## config.mk

```make
export PLATFORM = sky130hd
export DESIGN_NAME = vga_tile_fetch
export DESIGN_NICKNAME = d
export VERILOG_FILES = /design/src/rtl/vga_tile_fetch.sv
export SDC_FILE = /design/constraint.sdc
export NUM_CORES = 1
export LEC_CHECK = 0
export ABC_CLOCK_PERIOD_IN_PS = 3200
export CAP_MARGIN = 0
export CELL_PAD_IN_SITES_DETAIL_PLACEMENT = 0
export CELL_PAD_IN_SITES_GLOBAL_PLACEMENT = 2
export CORE_ASPECT_RATIO = 0.8
export CORE_MARGIN = 2
export CORE_UTILIZATION = 36
export DETAILED_ROUTE_END_ITERATION = 10
export PLACE_DENSITY_LB_ADDON = 0.1
export SETUP_SLACK_MARGIN = 0.5
export SKIP_CTS_REPAIR_TIMING = 1
export SYNTH_ARGS = -nofsm -noshare
export SYNTH_HDL_FRONTEND = slang
export SYNTH_SLANG_ARGS = --single-unit
```

## constraint.sdc

```tcl
create_clock -name clk_50MHz -period 3.2 [get_ports clk_50MHz]
set_input_delay 0.64 -clock clk_50MHz [delete_from_list [all_inputs] [get_ports clk_50MHz]]
set_output_delay 0.64 -clock clk_50MHz [all_outputs]
set_load 0.1 [all_outputs]
```

## src/rtl/vga_tile_fetch.sv

```systemverilog
// Tile-map pixel source: fetches 8x8 1bpp tiles from video memory and emits IRGB-decoded
// pixels, with sync/blank re-emitted through an 8-tick delay so everything leaves aligned.
module vga_tile_fetch #(
    parameter int          H_RES        = 640,
    parameter int          V_RES        = 480,
    parameter int          COUNTER_BITS = 10,
    parameter logic [15:0] MAP_BASE     = 16'h0000,
    parameter logic [15:0] PAT_BASE     = 16'h2000
) (
    input  logic                    clk_50MHz,
    input  logic                    clear,
    input  logic                    pix_en,
    input  logic [COUNTER_BITS-1:0] h_count,
    input  logic [COUNTER_BITS-1:0] v_count,
    input  logic                    bright_in,
    input  logic                    h_sync_in,
    input  logic                    v_sync_in,
    output logic                    mem_rd,
    output logic [15:0]             mem_addr,
    input  logic [15:0]             mem_rdata,
    output logic [7:0]              red_out,
    output logic [7:0]              green_out,
    output logic [7:0]              blue_out,
    output logic                    bright_out,
    output logic                    h_sync_out,
    output logic                    v_sync_out,
    output logic                    fetch_late
);

    localparam logic [COUNTER_BITS-1:0] H_LIM = COUNTER_BITS'(H_RES);
    localparam logic [COUNTER_BITS-1:0] V_LIM = COUNTER_BITS'(V_RES);

    typedef enum logic [2:0] {
        S_IDLE,
        S_MAP_RD,
        S_MAP_WAIT,
        S_PAT_RD,
        S_PAT_WAIT
    } state_t;

    typedef struct packed {
        logic [7:0] pat;
        logic [3:0] fg;
        logic [3:0] bg;
    } tile_word_t;

    // Per-pixel IRGB decode; 4'b1000 is the dark-grey special case.
    function automatic logic [23:0] irgb_to_rgb(input logic [3:0] c);
        logic [7:0] lvl;
        lvl = c[3] ? 8'hFF : 8'hAA;
        if (c == 4'b1000) begin
            return {3{8'h55}};
        end
        return {c[2] ? lvl : 8'h00, c[1] ? lvl : 8'h00, c[0] ? lvl : 8'h00};
    endfunction

    state_t      state_q;
    logic        mem_rd_q;
    logic [15:0] mem_addr_q;
    logic [2:0]  row_q;
    logic [3:0]  fg_q;
    logic [3:0]  bg_q;
    logic        late_q;
    tile_word_t  staging_q;
    tile_word_t  pix_q;

    logic [7:0]  bright_dl_q;
    logic [7:0]  hs_dl_q;
    logic [7:0]  vs_dl_q;
    logic        bright_out_q;
    logic        hs_out_q;
    logic        vs_out_q;
    logic [23:0] rgb_q;

    logic        col_start;
    logic        in_active;
    logic        boundary;
    logic        blank_load;
    logic        shift_load;
    logic        late;
    logic [15:0] ty_w;
    logic [15:0] tx_w;
    logic [15:0] map_addr;
    logic [15:0] pat_addr;
    tile_word_t  load_word;
    logic        cur_bit;
    logic [3:0]  cur_colour;
    logic [23:0] pixel_rgb;

    assign col_start  = (h_count[2:0] == 3'd0);
    assign in_active  = (h_count < H_LIM) && (v_count < V_LIM);
    assign boundary   = pix_en && col_start && in_active;
    assign blank_load = pix_en && col_start && !in_active;
    assign shift_load = boundary || blank_load;
    assign late       = boundary && (state_q != S_IDLE);

    // ty*80 as (ty<<6)+(ty<<4), all in 16-bit wrapping arithmetic.
    assign ty_w     = 16'(v_count[COUNTER_BITS-1:3]);
    assign tx_w     = 16'(h_count[COUNTER_BITS-1:3]);
    assign map_addr = MAP_BASE + (ty_w << 6) + (ty_w << 4) + tx_w;
    assign pat_addr = PAT_BASE + {5'd0, mem_rdata[15:8], 3'd0} + {13'd0, row_q};

    // NOTE: every signal written in an always_comb gets a default first, so no latch is inferred.
    always_comb begin
        load_word  = staging_q;
        cur_bit    = pix_q.pat[7];
        cur_colour = pix_q.bg;
        if (late) begin
            load_word = '0;
        end
        if (shift_load) begin
            cur_bit    = load_word.pat[7];
            cur_colour = cur_bit ? load_word.fg : load_word.bg;
        end else begin
            cur_colour = cur_bit ? pix_q.fg : pix_q.bg;
        end
        pixel_rgb = irgb_to_rgb(cur_colour);
    end

    // A late boundary abandons the fetch in flight and restarts it for the new tile.
    always_ff @(posedge clk_50MHz or negedge clear) begin
        if (!clear) begin
            state_q    <= S_IDLE;
            mem_rd_q   <= 1'b0;
            mem_addr_q <= 16'h0000;
            row_q      <= 3'd0;
            fg_q       <= 4'h0;
            bg_q       <= 4'h0;
            late_q     <= 1'b0;
            staging_q  <= '0;
        end else begin
            // NOTE: sequential state uses non-blocking assignments so every register samples pre-edge values.
            if (shift_load) begin
                staging_q <= '0;
            end
            if (boundary) begin
                state_q    <= S_MAP_RD;
                mem_rd_q   <= 1'b1;
                mem_addr_q <= map_addr;
                row_q      <= v_count[2:0];
                if (late) begin
                    late_q <= 1'b1;
                end
            end else begin
                case (state_q)
                    S_IDLE: begin
                        mem_rd_q <= 1'b0;
                    end
                    S_MAP_RD: begin
                        mem_rd_q <= 1'b0;
                        state_q  <= S_MAP_WAIT;
                    end
                    S_MAP_WAIT: begin
                        fg_q       <= mem_rdata[7:4];
                        bg_q       <= mem_rdata[3:0];
                        mem_rd_q   <= 1'b1;
                        mem_addr_q <= pat_addr;
                        state_q    <= S_PAT_RD;
                    end
                    S_PAT_RD: begin
                        mem_rd_q <= 1'b0;
                        state_q  <= S_PAT_WAIT;
                    end
                    S_PAT_WAIT: begin
                        staging_q <= '{pat: mem_rdata[7:0], fg: fg_q, bg: bg_q};
                        state_q   <= S_IDLE;
                    end
                    default: begin
                        mem_rd_q <= 1'b0;
                        state_q  <= S_IDLE;
                    end
                endcase
            end
        end
    end

    // Delay line plus output register: outputs after tick n reflect the inputs of tick n-8.
    always_ff @(posedge clk_50MHz or negedge clear) begin
        if (!clear) begin
            bright_dl_q  <= 8'h00;
            hs_dl_q      <= 8'hFF;
            vs_dl_q      <= 8'hFF;
            bright_out_q <= 1'b0;
            hs_out_q     <= 1'b1;
            vs_out_q     <= 1'b1;
            rgb_q        <= 24'h000000;
            pix_q        <= '0;
        end else if (pix_en) begin
            bright_dl_q  <= {bright_dl_q[6:0], bright_in};
            hs_dl_q      <= {hs_dl_q[6:0], h_sync_in};
            vs_dl_q      <= {vs_dl_q[6:0], v_sync_in};
            bright_out_q <= bright_dl_q[7];
            hs_out_q     <= hs_dl_q[7];
            vs_out_q     <= vs_dl_q[7];
            rgb_q        <= bright_dl_q[7] ? pixel_rgb : 24'h000000;
            // The first blank boundary still drains the last tile, then staging reads as zero.
            if (shift_load) begin
                pix_q <= '{pat: {load_word.pat[6:0], 1'b0}, fg: load_word.fg, bg: load_word.bg};
            end else begin
                pix_q.pat <= {pix_q.pat[6:0], 1'b0};
            end
        end
    end

    assign mem_rd     = mem_rd_q;
    assign mem_addr   = mem_addr_q;
    assign red_out    = rgb_q[23:16];
    assign green_out  = rgb_q[15:8];
    assign blue_out   = rgb_q[7:0];
    assign bright_out = bright_out_q;
    assign h_sync_out = hs_out_q;
    assign v_sync_out = vs_out_q;
    assign fetch_late = late_q;

endmodule

```

==> impl_metrics.csv, run 1 <==
group,metric,value,unit
clocking,cts_max_level,3,
routing,post_drt_wl_per_cell,15.5,um
global_routing,number_of_antenna_violations_at_the_first_check_in_global_routing,0,
yosys,synth_area_leaders,"sky130_fd_sc_hd__dfrtp_1, sky130_fd_sc_hd__dfstp_2, sky130_fd_sc_hd__mux2_2",
placement,gp_congestion,0.779,
hold_path,hold_path.class,"primary input to async pin",
pwr,share_comb_of_total_power,45.5,%
placement,io_buffer_count,84,
yosys,post_synth_most_frequent_cells,"sky130_fd_sc_hd__dfrtp_1, sky130_fd_sc_hd__nand2_1, sky130_fd_sc_hd__nor2_1, sky130_fd_sc_hd__mux2_2, sky130_fd_sc_hd__buf_4",
critical_path,critical_path.most_common_cell,"sky130_fd_sc_hd__inv_1",
status,outcome,"complete, no violations",
yosys,post_syn_instances,407,
cells_and_area,antenna_cells,0,
critical_path,path_buf_inv,3,
die,row_count,36,
yosys,synth.yosys.seq_area_share,52.5,%
global_routing,global_route.usage.total,15.3,%
critical_path,timing.critical_path.required,3.41,ns
die,initial_utilization,37.1,%
cells_and_area,finish.net_count,527,
pwr,internal-power,3030,uW
timing,final.setup.tns,0,ns
timing,slew_headroom,48.3,%
die,dieHeight,104,um
clocking,worst_skew_pair.late_latency,0.34,ns
pwr,clock_power_share,20.3,%
timing,tightest_slew,0.774,ns
timing,finalCriticalPeriod,2.64,ns
global_routing,grt_start_max_net_pins,49,
clocking,clock_tree.buffer_depth,2,
clocking,tritoncts,"built",
pwr,switching_power,2550,uW
clocking,clock-root-buffer,"sky130_fd_sc_hd__clkbuf_16",
timing,final-hold-violation-count,0,
yosys,synthFlopType,"sky130_fd_sc_hd__dfrtp_1",
routing,detail-route-antenna-nets,0,
timing,holdWs,0.325,ns
yosys,yosysMostFrequentCell,"sky130_fd_sc_hd__dfrtp_1",
placement,detailed_place_hpwl,6.91,mm
pwr,switching_share,45.7,%
routing,remaining_drc_errors,0,
die,core_area,12200,um2
timing,final_slew_viol_count,0,
timing,worst_clock_skew,0.0105,ns
die,die_area,13500,um2
routing,total_wirelength_of_the_detailed_routed_design,10.0,mm
cells_and_area,post-route-util,46.4,%
yosys,ys_async_sr_fraction,100,%
yosys,ys_types,52,
clocking,worst_setup_hold_path_clk_slew,0.07,ns
timing,finalWorstSetupSlack,0.561,ns
pwr,power_density,985,nW/um2
routing,total_vias_in_the_final_route,3192,
clocking,cts_inserted_buffers,9,
critical_path,critical_path.max_fanout,3,
timing,fmax,379,MHz
cells_and_area,area_growth,25.2,%
critical_path,crit_type,"primary input to flip-flop",
critical_path,crit_path_start_kind,"primary input",
global_routing,grt_first_pass_wirelength,16.2,mm
routing,detailedRoute.firstIterationViolations,156,
routing,drtPass1Iterations,4,
critical_path,critical-path-slowest-cell,"sky130_fd_sc_hd__fa_1",
placement,pre_cts_ws,0.0275,ns
job,max_capacitance_violation_total,0,
global_routing,grt_pass1_vias,3062,
pwr,max-vdd-ir-drop,512,uV
pwr,sequentialPowerShare,34.1,%
critical_path,setup.worst_path.end_class,"flip-flop",
yosys,post-synth-top-area-cell,"sky130_fd_sc_hd__dfrtp_1",
yosys,number_of_enable_type_register_cells_in_the_synthesized_netlist,0,
cells_and_area,layout-drive-gt1-share,29.1,%
timing,setup_viol,0,
yosys,area_fraction_of_the_dominant_cell_type_after_synthesis,42.0,%
yosys,yosysWarnings,0,
critical_path,path_cells,"clkdlybuf4s50_1, inv_1, fa_1, inv_1, ha_4, a211oi_2, o21ai_2, a311oi_2, o21ai_1",
routing,post_drt_via_cell_ratio,4.94,
die,die_width,129,um
yosys,yosys_register_bits,94,
global_routing,gr-total-overflow,0,
pwr,static-leakage-power,0.00257,uW
yosys,syn_area,4520,um2
die,io-pin-count,87,
critical_path,kind_of_cell_with_the_highest_combined_delay_on_the_critical_path,"adder cells",
yosys,synthesis.area_per_instance,11.1,um2
timing,final.period_utilization,82.5,%
critical_path,critPathMaxStageDelay,0.57,ns
clocking,clock_sink_count,94,
timing,rsz0062_at_grt,"true",
critical_path,cp_data_arrival_time,2.85,ns
## power by group through the flow
stage	clock network, uW	registers, uW	logic [uW]
floorplan	0	2670	1260
global placement	0	1910	2530
detailed placement	0	1920	2540
CTS	1170	1910	2550
global route	1210	1960	2680
finish	1130	1900	2540
## logic make-up after synthesis
family	Yosys count	share of synthesized area, %
other cells	1	0.0829
simple gates	124	13.4
compound gates	74	11.6
xor+xnor	2	0.387
flops	94	52.5
mux	44	10.8
fa+ha+maj	15	4.48
buf+inv	53	6.66
## through the flow
| stage | instance area [um2] | power, uW | instances |
|---|---|---|---|
| after floorplan | 4530 | 3930 | 408 |
| after global placement | 5300 | 4440 | 630 |
| after detailed placement | 5300 | 4460 | 630 |
| after CTS | 5630 | 5630 | 646 |
| after global routing | 5660 | 5850 | 646 |
| final | 5660 | 5580 | 646 |
## final timing paths
path	startpoint	to	slack, ns	cells past startpoint
setup / recovery	v_count[3]	mem_addr[12]	0.56	9
min in group clk_50MHz	pix_q[1]	pix_q[1]	0.47	2
setup reg to reg	state_q[0]	fg_q[2]	1.41	4
hold / removal	clear	mem_addr[5]	0.32	1
max in group asynchronous	clear	staging_q[14]	2.18	2
hold reg to reg	pix_q[1]	pix_q[1]	0.47	2
## registers in the layout, summed over array words and instances (netlist names), 4 cells and up
name,count
bg_q,4
fg_q,4
vs_dl_q,8
mem_addr,14
staging_q,16
bright_dl_q,8
pix_q,15
rgb_q,6
hs_dl_q,8
## worst register-to-register path: stages, from the launching register on
cell and delay [ns]:
sky130_fd_sc_hd__dfrtp_1 0.45, sky130_fd_sc_hd__nor2_1 0.13, sky130_fd_sc_hd__nand2_1 0.32, sky130_fd_sc_hd__nor2_4 0.42
sky130_fd_sc_hd__mux2_1 0.36
## final cells by class
type | instances | area [um2]
multi-input cells | 261 | 1890
clock inverters | 4 | 30.0
clock buffers | 12 | 300
inverters | 12 | 45.0
well taps | 171 | 214
fillers | 1186 | 6540
repair buffers | 92 | 806
flip-flops and latches | 94 | 2370
## metal layers
metal	vias to the layer above	GRT usage, %	part of all wire [%]
li1	1530	-	-
met1	1575	23.3	51
met2	74	21.7	43
met3	13	3.76	4.0
met4	0	4.11	1.1
met5	-	0	0
## cell usage in the layout, fill, tap and decap left out, types with 2 or more instances in the layout
master / instances
sky130_fd_sc_hd__dfrtp_1: 76
sky130_fd_sc_hd__a21oi_1: 9
sky130_fd_sc_hd__nand3_1: 12
sky130_fd_sc_hd__nor2b_1: 2
sky130_fd_sc_hd__inv_6: 2
sky130_fd_sc_hd__a21o_1: 2
sky130_fd_sc_hd__nor2_1: 36
sky130_fd_sc_hd__dfstp_2: 18
sky130_fd_sc_hd__a31oi_1: 7
sky130_fd_sc_hd__a22oi_1: 19
sky130_fd_sc_hd__nand2_1: 46
sky130_fd_sc_hd__or3_1: 4
sky130_fd_sc_hd__clkbuf_16: 12
sky130_fd_sc_hd__ha_1: 12
sky130_fd_sc_hd__xnor2_1: 2
sky130_fd_sc_hd__o22ai_1: 10
sky130_fd_sc_hd__nor3b_2: 2
sky130_fd_sc_hd__o311a_1: 3
sky130_fd_sc_hd__nand2b_1: 4
sky130_fd_sc_hd__inv_1: 12
sky130_fd_sc_hd__o21ai_0: 3
sky130_fd_sc_hd__clkdlybuf4s50_1: 39
sky130_fd_sc_hd__mux2i_1: 4
sky130_fd_sc_hd__a211oi_1: 4
sky130_fd_sc_hd__and2_1: 3
sky130_fd_sc_hd__conb_1: 2
sky130_fd_sc_hd__mux2_2: 31
sky130_fd_sc_hd__nor3_1: 3
sky130_fd_sc_hd__a31oi_2: 3
sky130_fd_sc_hd__o21ai_1: 5
sky130_fd_sc_hd__buf_4: 51
sky130_fd_sc_hd__mux2_1: 9
No activity file was read; power rests on OpenSTA's default activity.
==> run 2, diff against run 1 <==
ABC_CLOCK_PERIOD_IN_PS = 2400   (was 3200)
CORE_UTILIZATION = 30   (was 36)
clock period = 2.4 ns   (was 3.2 ns; I/O delays follow)
==> impl_metrics.csv, run 2 (synthesis results as in run 1) <==
group,metric,value,unit
pwr,static-leakage-power,0.00280,uW
critical_path,timing.critical_path.required,2.67,ns
global_routing,global_route.usage.total,13.5,%
pwr,power.total,7490,uW
timing,slew_headroom,49.9,%
pwr,power_density,1240,nW/um2
clocking,clock_sink_count,94,
clocking,clock_tree.buffer_depth,2,
timing,worst_clock_skew,0.00875,ns
die,initial_utilization,30.4,%
cells_and_area,finish.net_count,558,
clocking,cts_inserted_buffers,9,
cells_and_area,area_growth,34.0,%
clocking,tritoncts,"built",
timing,fmax,505,MHz
critical_path,cp_data_arrival_time,2.24,ns
cells_and_area,antenna_cells,0,
placement,detailed_place_hpwl,7.65,mm
die,core_area,14900,um2
global_routing,gr-total-overflow,0,
die,die_width,141,um
timing,holdWs,0.128,ns
cells_and_area,registers.top_by_ff_count,"staging_q",
critical_path,r2r_cells,4,
cells_and_area,multi_input_area,1990,um2
routing,post_drt_wl_per_cell,14.9,um
routing,total_vias_in_the_final_route,3270,
critical_path,crit_type,"primary input to flip-flop",
timing,tightest_slew,0.750,ns
clocking,cts_max_level,3,
cells_and_area,largest_reg_flops,16,
cells_and_area,ff_latch_area,2370,um2
global_routing,grt_start_max_net_pins,44,
pwr,max-vdd-ir-drop,534,uV
clocking,worst_setup_hold_path_clk_slew,0.07,ns
timing,final_slew_viol_count,0,
timing,final.setup.tns,0,ns
placement,gp_congestion,0.785,
placement,io_buffer_count,84,
cells_and_area,layout-drive-gt1-share,36.6,%
critical_path,ff2ff_setup_slack,0.76,ns
routing,remaining_drc_errors,0,
critical_path,setup.worst_path.end_class,"flip-flop",
die,dieHeight,114,um
cells_and_area,post-route-util,40.8,%
cells_and_area,final_cells,695,
die,io-pin-count,87,
clocking,clock-root-buffer,"sky130_fd_sc_hd__clkbuf_16",
global_routing,grt_first_pass_wirelength,17.1,mm
timing,setup_viol,0,
global_routing,grt_pass1_vias,3175,
routing,total_wirelength_of_the_detailed_routed_design,10.4,mm
hold_path,hold_path.class,"primary input to async pin",
global_routing,number_of_antenna_violations_at_the_first_check_in_global_routing,0,
critical_path,crit_path_start_kind,"primary input",
routing,detailedRoute.firstIterationViolations,195,
cells_and_area,layout.cells.most_common_list,"sky130_fd_sc_hd__dfrtp_1, sky130_fd_sc_hd__buf_4, sky130_fd_sc_hd__nand2_1",
critical_path,regToRegStartpoint,"state_q[0]",
die,row_count,40,
placement,dpl.cell_count,673,
timing,final.period_utilization,82.4,%
status,outcome,"complete, no violations",
cells_and_area,total_of_fill_cells_in_the_finished_design,1452,
timing,rsz0062_at_grt,"true",
clocking,worst_skew_pair.late_latency,0.35,ns
routing,drtPass1Iterations,4,
job,max_capacitance_violation_total,0,
timing,finalCriticalPeriod,1.98,ns
critical_path,critical_path.max_fanout,2,
routing,detail-route-antenna-nets,0,
timing,final-hold-violation-count,0,
critical_path,rr_endpoint,"mem_addr[4]",
die,die_area,16100,um2
routing,post_drt_via_cell_ratio,4.71,
-- run 2: changes by cell type in the layout (fill, tap and decap cells not counted), moves of 2 or more --
cell                              delta
sky130_fd_sc_hd__clkdlybuf4s50_1    -11
sky130_fd_sc_hd__inv_2               +3
sky130_fd_sc_hd__ha_1                -3
sky130_fd_sc_hd__inv_1               -5
sky130_fd_sc_hd__buf_4              +25
sky130_fd_sc_hd__ha_4                +2
sky130_fd_sc_hd__buf_12              +2
sky130_fd_sc_hd__dlymetal6s2s_1      +8
sky130_fd_sc_hd__buf_6               +5
sky130_fd_sc_hd__clkinv_8            +3
sky130_fd_sc_hd__clkbuf_16           -3
-- run 2: metal layers --
layer / global-route usage, % / vias up / part of all wire [%]
met3: 4.07 / 9 / 3.9
met1: 21.0 / 1603 / 52
li1: - / 1603 / -
met2: 18.4 / 55 / 43
met5: 0 / - / 0
met4: 2.80 / 0 / 1.0
-- run 2: area by class of cell --
class | instances | share of cell area (%)
repair buffers | 122 | 18.1
clock buffers | 9 | 3.71
well taps | 189 | 3.90
inverters | 12 | 0.990
clock inverters | 7 | 1.30
multi-input cells | 262 | 32.9
flip-flops and latches | 94 | 39.2
-- run 2: critical path: stages --
cell and delay (ns):
sky130_fd_sc_hd__buf_6 0.08, sky130_fd_sc_hd__inv_4 0.03, sky130_fd_sc_hd__fa_2 0.49, sky130_fd_sc_hd__fa_2 0.44, sky130_fd_sc_hd__nor2b_4 0.16, sky130_fd_sc_hd__o31ai_4 0.08, sky130_fd_sc_hd__a2111o_1 0.41, sky130_fd_sc_hd__o211ai_1 0.08
-- run 2: stage by stage --
step / setup slack (ns) / cell area (um2)
2_1_floorplan: 0.298 / 4570
3_3_place_gp: -0.423 / 5580
3_5_place_dp: -0.479 / 5580
4_1_cts: -0.108 / 5880
5_1_grt: 0.361 / 6060
6_report: 0.421 / 6060
-- run 2: report_power, final --
group          internal (uW)  total, uW  switching [uW]
clock                    741       1430             687
combinational           1070       3530            2460
sequential              2180       2530             352
total                   3990       7490            3500
-- run 2: worst max path at each step --
stage | from | to | slack (ns) | cells after the start
finish | v_count[3] | mem_addr[11] | 0.42 | 8
global route | v_count[5] | mem_addr[11] | 0.36 | 8
CTS | v_count[5] | mem_addr[12] | -0.11 | 9
detailed placement | v_count[5] | mem_addr[12] | -0.48 | 9
global placement | v_count[5] | mem_addr[12] | -0.42 | 9
floorplan | v_count[5] | mem_addr[11] | 0.30 | 7
==> run 3, diff against run 2 <==
ABC_CLOCK_PERIOD_IN_PS = 1900   (was 2400)
CORE_UTILIZATION = 33   (was 30)
clock period = 1.9 ns   (was 2.4 ns; I/O delays follow)
==> impl_metrics.csv, run 3 (synthesis results as in run 1) <==
group,metric,value,unit
status,outcome,"complete, no violations",
routing,total_vias_in_the_final_route,3410,
cells_and_area,area_growth,50.7,%
hold_path,hold_path.class,"primary input to async pin",
cells_and_area,layout-drive-gt1-share,46.7,%
cells_and_area,final_cell_area,6820,um2
timing,final.period_utilization,99.4,%
placement,detailed_place_hpwl,7.75,mm
critical_path,timing.critical_path.required,2.17,ns
timing,fmax,530,MHz
routing,detailedRoute.firstIterationViolations,139,
die,io-pin-count,87,
die,dieHeight,109,um
die,die_area,14700,um2
global_routing,global_route.usage.total,15.3,%
cells_and_area,finish.net_count,575,
timing,setup_viol,0,
pwr,clock_power_share,16.8,%
placement,gp_congestion,0.800,
cells_and_area,layout.cells.most_common_list,"sky130_fd_sc_hd__dfrtp_1, sky130_fd_sc_hd__buf_4, sky130_fd_sc_hd__nand2_1",
cells_and_area,final_cells,703,
cells_and_area,total_of_fill_cells_in_the_finished_design,1210,
routing,detail-route-antenna-nets,0,
clocking,worst_skew_pair.late_latency,0.35,ns
clocking,worst_setup_hold_path_clk_slew,0.07,ns
timing,final_slew_viol_count,0,
critical_path,setup.worst_path.end_class,"flip-flop",
routing,drtPass1Iterations,4,
pwr,max-vdd-ir-drop,822,uV
die,row_count,38,
critical_path,setup.worst_path.start,"v_count[5]",
clocking,tritoncts,"built",
clocking,cts_inserted_buffers,9,
routing,total_wirelength_of_the_detailed_routed_design,11.2,mm
pwr,switching_share,44.0,%
clocking,clock-root-buffer,"sky130_fd_sc_hd__clkbuf_16",
timing,finalCriticalPeriod,1.89,ns
die,initial_utilization,33.6,%
routing,post_drt_wl_per_cell,15.9,um
placement,io_buffer_count,84,
critical_path,critical_path.max_fanout,2,
global_routing,number_of_antenna_violations_at_the_first_check_in_global_routing,0,
cells_and_area,registers.top_by_ff_count,"staging_q",
global_routing,grt_start_max_net_pins,48,
pwr,static-leakage-power,0.00300,uW
routing,remaining_drc_errors,0,
pwr,sequentialPowerShare,31.9,%
critical_path,regToRegStartpoint,"state_q[1]",
timing,worst_clock_skew,0.00622,ns
timing,final.setup.tns,0,ns
timing,rsz0062_at_grt,"true",
critical_path,crit_type,"primary input to flip-flop",
clocking,clock_sink_count,94,
pwr,power_density,1550,nW/um2
timing,final-hold-violation-count,0,
cells_and_area,post-route-util,50.7,%
global_routing,grt_first_pass_wirelength,17.6,mm
die,core_area,13500,um2
cells_and_area,antenna_cells,0,
placement,pre_cts_ws,-0.842,ns
die,die_width,135,um
pwr,switching_power,4650,uW
critical_path,crit_path_start_kind,"primary input",
clocking,clock_tree.buffer_depth,2,
cells_and_area,largest_reg_flops,16,
clocking,cts_max_level,3,
placement,dpl.cell_count,673,
pwr,share_comb_of_total_power,51.3,%
cells_and_area,final_common_cell,"sky130_fd_sc_hd__dfrtp_1",
global_routing,gr-total-overflow,0,
timing,finalWorstSetupSlack,0.0117,ns
global_routing,grt_pass1_vias,3402,
placement,dpl-instance-area,6100,um2
routing,post_drt_via_cell_ratio,4.85,
job,max_capacitance_violation_total,0,
pwr,internal-power,5920,uW
critical_path,cp_data_arrival_time,2.16,ns
==> run 3: changes by cell type in the layout (fill, tap and decap cells not counted), sizes merged <==
cell,previous run,this run
inv,15,14
clkinv,4,3
dlygate4sd3,0,1
clkdlybuf4s50,28,26
buf,85,106
clkbuf,9,13
dlymetal6s2s,9,4
==> run 3: through the flow <==
step | hold slack [ns] | power [uW]
6_report | 0.450 | 10600
5_1_grt | 0.472 | 11100
4_1_cts | -0.0904 | 10200
3_5_place_dp | 0.290 | 8420
3_3_place_gp | 0.292 | 8370
2_1_floorplan | 0.0844 | 6880
==> run 3: critical path, cell delays in order <==
cell	delay, ns
sky130_fd_sc_hd__buf_8	0.11
sky130_fd_sc_hd__inv_8	0.04
sky130_fd_sc_hd__fa_2	0.46
sky130_fd_sc_hd__fa_2	0.44
sky130_fd_sc_hd__nor2b_4	0.15
sky130_fd_sc_hd__o31ai_4	0.09
sky130_fd_sc_hd__a2111o_1	0.41
sky130_fd_sc_hd__o211ai_1	0.08
==> run 3: power by group through the flow <==
| stage | Clock [uW] | Combinational [uW] | Sequential, uW |
|---|---|---|---|
| finish | 1780 | 5420 | 3370 |
| global route | 1920 | 5700 | 3480 |
| CTS | 1830 | 5060 | 3350 |
| detailed placement | 0 | 5050 | 3370 |
| global placement | 0 | 5010 | 3360 |
| floorplan | 0 | 2350 | 4530 |
==> run 3: per-layer routing <==
| metal | routed length [um] | share of wire [%] | GRT usage, % | vias to the layer above |
|---|---|---|---|---|
| li1 | - | - | - | 1633 |
| met1 | 5550 | 50 | 22.3 | 1695 |
| met2 | 5020 | 45 | 22.6 | 71 |
| met3 | 481 | 4.3 | 4.04 | 11 |
| met4 | 107 | 0.96 | 4.06 | 0 |
| met5 | 0 | 0 | 0 | - |
==> run 3: path summary, 6_finish.rpt <==
path                           endpoint  slack, ns  cells after the start
min in group clk_50MHz         pix_q[0]       0.47                      2
max in group asynchronous     rgb_q[14]       0.85                      3
min                         mem_addr[5]       0.45                      2
max reg2reg                   rgb_q[22]       0.25                      5
min reg2reg                    pix_q[0]       0.47                      2
max                        mem_addr[11]       0.01                      8
==> run 3: layout make-up <==
type	count	area, um2	share of cell area (%)
well taps	180	225	3.30
flip-flops and latches	94	2400	35.2
multi-input cells	262	2170	31.8
repair buffers	139	1670	24.6
clock inverters	5	40.0	0.587
clock buffers	11	254	3.73
inverters	12	55.1	0.808
